**config.mk**
```make
export PLATFORM = sky130hd
export DESIGN_NAME = psi_stream
export DESIGN_NICKNAME = d
export VERILOG_FILES = /design/src/rtl/psi_stream.sv
export SDC_FILE = /design/constraint.sdc
export NUM_CORES = 1
export LEC_CHECK = 0
export ABC_AREA = 1
export BUFFER_PORTS_ARGS = -buffer_cell sky130_fd_sc_hd__buf_4
export CORE_ASPECT_RATIO = 0.8
export CORE_UTILIZATION = 55
export DETAILED_ROUTE_END_ITERATION = 8
export GPL_TIMING_DRIVEN = 0
export PLACE_DENSITY = 0.76
export SYNTH_ARGS = -nofsm -noshare
export SYNTH_HDL_FRONTEND = slang
export SYNTH_SLANG_ARGS = --single-unit
```
**constraint.sdc**
```tcl
create_clock -name clk -period 8.74 [get_ports clk]
set_input_delay 1.748 -clock clk [delete_from_list [all_inputs] [get_ports clk]]
set_output_delay 1.748 -clock clk [all_outputs]
set_load 0.005 [all_outputs]
```
**src/rtl/psi_stream.sv**
```systemverilog
// psi_stream: private-set-intersection style combiner. A session collects up
// to N party bitmaps of B bits, counts per element how many parties hold it,
// and reports intersection, union or threshold membership plus its popcount.
// Ports:
//   clk, rst_n                 clock, asynchronous active-low reset
//   start, mode, thresh        session open pulse, combine mode and threshold
//   in_valid/in_ready,
//   in_data, in_last           party vector stream
//   out_valid/out_ready,
//   out_data, out_count,
//   out_err                    result bitmap, its popcount, truncation flag
//   busy                       high whenever a session is in progress
module psi_stream #(
  parameter int unsigned B = 10,
  parameter int unsigned N = 4
) (
  input  logic                          clk,
  input  logic                          rst_n,
  input  logic                          start,
  input  logic [1:0]                    mode,
  input  logic [$clog2(N+1)-1:0]        thresh,
  input  logic                          in_valid,
  input  logic [B-1:0]                  in_data,
  input  logic                          in_last,
  output logic                          in_ready,
  output logic                          out_valid,
  output logic [B-1:0]                  out_data,
  output logic [$clog2(B+1)-1:0]        out_count,
  output logic                          out_err,
  input  logic                          out_ready,
  output logic                          busy
);

  localparam int unsigned CW = $clog2(N+1);
  localparam int unsigned PW = $clog2(B+1);

  localparam logic [1:0] MODE_UNION  = 2'd1;
  localparam logic [1:0] MODE_THRESH = 2'd2;

  typedef enum logic [1:0] {IDLE, ACCUM, FINAL, OUT} state_t;

  state_t          state_q, state_d;
  logic [1:0]      mode_q;
  logic [CW-1:0]   thresh_q;
  logic [CW-1:0]   party_q;
  logic [CW-1:0]   cnt_q [B];

  logic            accept_c;
  logic            close_c;
  logic [B-1:0]    result_c;
  logic [PW-1:0]   popcnt_c;

  // A beat closes the session when flagged last or when it is the N-th one.
  assign accept_c = in_valid && in_ready;
  assign close_c  = accept_c && (in_last || (party_q == CW'(N - 1)));

  // Next-state logic.
  always_comb begin
    state_d = state_q;
    case (state_q)
      IDLE:    if (start) state_d = ACCUM;
      ACCUM:   if (close_c) state_d = FINAL;
      FINAL:   state_d = OUT;
      OUT:     if (out_valid && out_ready) state_d = IDLE;
      default: state_d = IDLE;
    endcase
  end

  // Per-element membership decision and popcount of the result.
  always_comb begin
    result_c = '0;
    popcnt_c = '0;
    for (int unsigned k = 0; k < B; k++) begin
      case (mode_q)
        MODE_UNION:  result_c[k] = (cnt_q[k] != '0);
        MODE_THRESH: result_c[k] = (cnt_q[k] >= thresh_q);
        default:     result_c[k] = (cnt_q[k] == party_q);
      endcase
      popcnt_c = popcnt_c + PW'(result_c[k]);
    end
  end

  // State register and state-decoded handshake outputs.
  always_ff @(posedge clk or negedge rst_n) begin
    if (!rst_n) begin
      state_q   <= IDLE;
      in_ready  <= 1'b0;
      out_valid <= 1'b0;
      busy      <= 1'b0;
    end else begin
      state_q   <= state_d;
      in_ready  <= (state_d == ACCUM);
      out_valid <= (state_d == OUT);
      busy      <= (state_d != IDLE);
    end
  end

  // Session datapath: latch config, accumulate counts, register the result.
  always_ff @(posedge clk or negedge rst_n) begin
    if (!rst_n) begin
      mode_q    <= '0;
      thresh_q  <= '0;
      party_q   <= '0;
      out_err   <= 1'b0;
      out_data  <= '0;
      out_count <= '0;
      for (int unsigned k = 0; k < B; k++) cnt_q[k] <= '0;
    end else begin
      if ((state_q == IDLE) && start) begin
        mode_q   <= mode;
        thresh_q <= thresh;
        party_q  <= '0;
        out_err  <= 1'b0;
        for (int unsigned k = 0; k < B; k++) cnt_q[k] <= '0;
      end
      if (accept_c) begin
        for (int unsigned k = 0; k < B; k++) cnt_q[k] <= cnt_q[k] + CW'(in_data[k]);
        party_q <= party_q + CW'(1);
        // The N-th beat without in_last truncates the session.
        if (!in_last && (party_q == CW'(N - 1))) out_err <= 1'b1;
      end
      if (state_q == FINAL) begin
        out_data  <= result_c;
        out_count <= popcnt_c;
      end
    end
  end

endmodule

```
==> impl_metrics.yaml <==
worst_hold_path:
  hp-start: "out_data[0]$_DFFE_PN0N_"
  hold_path.class: "reg2reg"
layout:
  stdcell_area_um2: 4880
  area_growth_pct: 15.15
  layout_cell_share_with_drive_strength_beyond_1_pct: 14.24
  fillers: 660
  layout.nets: 710
  antennaDiodeCount: 0
global_routing:
  grt_max_degree: 59
  grt_pass1_wl_mm: 16.79
  track_usage_pct: 27.90
  grt_overflow: 0
  grt_pass1_vias: 3486
  antenna_violations_before_repair: 0
die:
  fp-row-count: 28
  die_width_um: 100.1
  core_area_um2: 7427
  die_area_um2: 8062
  io_pins: 39
  fp.dieH_um: 80.51
  initial_utilization_pct: 57.06
clock_network:
  cts_hold_buffers: 0
  cts_tree: "yes"
  clock_path_buffers: 2
  cts_num_sinks: 58
  clock_insertion_delay_worst_skew_ns: 0.35
  clk_root_buffer_cell: "sky130_fd_sc_hd__clkbuf_8"
  cts_inserted_buffers: 9
  ctsResizeCount: 0
  h_tree_levels: 3
  post_cts_setup_buffer_count: 0
  path_clk_slew_ns: 0.07
timing:
  period_share_pct: 48.30
  tns_ns: 0
  fmax_mhz: 236.9
  tightestPinTransition_ns: 0.7503
  hold_viol: 0
  timing.slew.headroom_pct: 49.98
  layout_min_cycle_time_ns: 4.222
  setup_repair_after_global_routing_missed_its_margin: "false"
  worst_clock_skew_ns: 0.004876
  slew_violations: 0
  final-setup-viol-count: 0
route:
  dr_vias: 3803
  firstDrtPassIters: 5
  drt_iter0_drc: 224
  post_drt_wl_per_cell_um: 13.90
  wl_mm: 10.25
  post-route-drc-count: 0
  final_antenna_net_count: 0
  routed_via_count_divided_by_cell_count: 5.160
synth:
  syn_nets: 661
  synth_top_cell_by_area: "sky130_fd_sc_hd__dfrtp_1"
  most_frequent_cells_after_synthesis: "sky130_fd_sc_hd__nand2_1 (221), sky130_fd_sc_hd__inv_1 (74), sky130_fd_sc_hd__dfrtp_1 (58)"
  synth-async-reset-ratio_pct: 100.0
  synth_edf_count: 0
  synth_warnings: 0
  yosys.cell_count.top_type: "sky130_fd_sc_hd__nand2_1"
  synthCells: 578
  yosys_top_cell_area_share_pct: 34.25
  synthesis.area_per_instance_um2: 7.332
  synth.cell_area_um2: 4238
  synth.yosys.seq_area_share_pct: 34.25
  ys_ff_latch: 58
  synthTopCellsByArea: "sky130_fd_sc_hd__dfrtp_1 (34%), sky130_fd_sc_hd__nand2_1 (20%), sky130_fd_sc_hd__ha_1 (17%)"
  synth_ff_type: "sky130_fd_sc_hd__dfrtp_1"
  ys_types: 26
place:
  place_congestion: 0.8355
  dpl_cell_area_um2: 4654
  io_buffer_count: 38
  dp_hpwl_mm: 7.173
critical_path:
  critical_path.reg2reg.startpoint: "thresh_q[2]$_DFFE_PN0P_"
  setup.reg_to_reg.worst_slack_ns: 4.52
  worst_setup_path_startpoint: "thresh_q[2]$_DFFE_PN0P_"
  critical_path.reg2reg.endpoint: "out_count[2]$_DFFE_PN0N_"
  worstSetupEndpointType: "flop"
  critPathRequiredTime_ns: 9.01
  path_max_fanout: 11
  arrival_ns: 4.49
  capturing_instance_or_port_of_the_critical_path: "out_count[2]$_DFFE_PN0N_"
  path_class: "reg2reg"
  worstSetupStartpointType: "flop"
  r2r_cells: 17
status:
  outcome: "completed"
job:
  timing.max_cap.violations: 0
cell families (layout without fill, tap and decap cells):
logic type | after synthesis | count (layout) | share of synthesized area, %
AND/OR/NAND/NOR | 287 | 287 | 27.13
buffers and inverters | 96 | 150 | 9.271
AO/OA/AOI/OAI | 66 | 66 | 8.061
adder cells (fa/ha/maj) | 62 | 62 | 19.37
flip-flops | 58 | 58 | 34.25
XOR/XNOR | 8 | 8 | 1.653
multiplexers | 1 | 1 | 0.2657
area by class of cell:
cell class                      instances  area, um2  area share (%)
Buffer                                 17      93.84           1.923
Timing Repair Buffer                   38      285.3           5.846
Multi-Input combinational cell        424       2394           49.05
Inverter                               79      299.0           6.128
Clock inverter                          7      101.3           2.077
Clock buffer                            9      123.9           2.538
Sequential cell                        58       1451           29.74
Tap cell                              105      131.4           2.692
how the worst min path moves through the flow:
stage,endpoint,slack (ns),cells past startpoint
global placement,out_count[0]$_DFFE_PN0N_,0.46,2
finish,out_data[0]$_DFFE_PN0N_,0.49,2
floorplan,out_count[0]$_DFFE_PN0N_,0.47,2
detailed placement,out_data[0]$_DFFE_PN0N_,0.47,2
global route,out_count[0]$_DFFE_PN0N_,0.52,2
CTS,out_data[0]$_DFFE_PN0N_,0.49,2
per-layer routing:
metal / global-route usage (%) / vias up / part of all wire, %
met3: 6.005 / 19 / 5.8
met5: 0 / - / 0
met2: 44.25 / 117 / 45
met1: 37.30 / 1768 / 46
li1: - / 1899 / -
met4: 10.58 / 0 / 2.2
through the flow:
stage	worst slack (ns)	instances	utilization, %	hold WS (ns)
after CTS	4.520	737	65.70	0.4907
after global placement	4.646	721	62.67	0.4584
final	4.518	737	65.70	0.4869
after detailed placement	4.548	721	62.67	0.4713
after global routing	4.289	737	65.70	0.5174
after floorplan	4.996	578	-	0.4654
cells in the final DEF, fill, tap and decap left out, types with 2 or more instances in the layout:
cell,Yosys,layout
sky130_fd_sc_hd__nand3_1,24,24
sky130_fd_sc_hd__clkbuf_1,3,3
sky130_fd_sc_hd__xnor2_1,8,8
sky130_fd_sc_hd__fa_1,6,6
sky130_fd_sc_hd__dfrtp_1,58,58
sky130_fd_sc_hd__buf_2,11,11
sky130_fd_sc_hd__inv_2,4,4
sky130_fd_sc_hd__clkinvlp_4,0,2
sky130_fd_sc_hd__nand2_2,5,5
sky130_fd_sc_hd__bufinv_16,0,2
sky130_fd_sc_hd__inv_6,0,2
sky130_fd_sc_hd__or2_2,10,10
sky130_fd_sc_hd__buf_4,0,38
sky130_fd_sc_hd__ha_1,56,56
sky130_fd_sc_hd__buf_6,2,2
sky130_fd_sc_hd__nor2_1,25,25
sky130_fd_sc_hd__clkbuf_8,0,9
sky130_fd_sc_hd__inv_1,74,74
sky130_fd_sc_hd__o21ai_0,24,24
sky130_fd_sc_hd__nand2_1,221,221
sky130_fd_sc_hd__o21ai_1,13,13
sky130_fd_sc_hd__a21oi_1,25,25
flip-flops by register name, summed over array words and instances, names as in the netlist:
signal	cells
out_valid	1
in_ready	1
cnt_q	30
out_data	10
out_count	4
thresh_q	3
mode_q	2
state_q	2
busy	1
party_q	3
out_err	1
critical path: stages (launching register included):
cell and delay (ns):
sky130_fd_sc_hd__dfrtp_1 0.36, sky130_fd_sc_hd__inv_1 0.41, sky130_fd_sc_hd__ha_1 0.34, sky130_fd_sc_hd__a21oi_1 0.14
sky130_fd_sc_hd__nand2_1 0.08, sky130_fd_sc_hd__nand2_1 0.06, sky130_fd_sc_hd__nand2_1 0.09, sky130_fd_sc_hd__and2_1 0.18
sky130_fd_sc_hd__fa_1 0.50, sky130_fd_sc_hd__fa_1 0.54, sky130_fd_sc_hd__inv_1 0.05, sky130_fd_sc_hd__fa_1 0.44
sky130_fd_sc_hd__inv_1 0.06, sky130_fd_sc_hd__ha_1 0.17, sky130_fd_sc_hd__inv_1 0.06, sky130_fd_sc_hd__fa_1 0.37
sky130_fd_sc_hd__xnor2_1 0.13, sky130_fd_sc_hd__o21ai_0 0.15
Power is left out: the tool's default activity adds up to more than one toggle a clock period on the data nets, which glitch-free logic cannot reach.
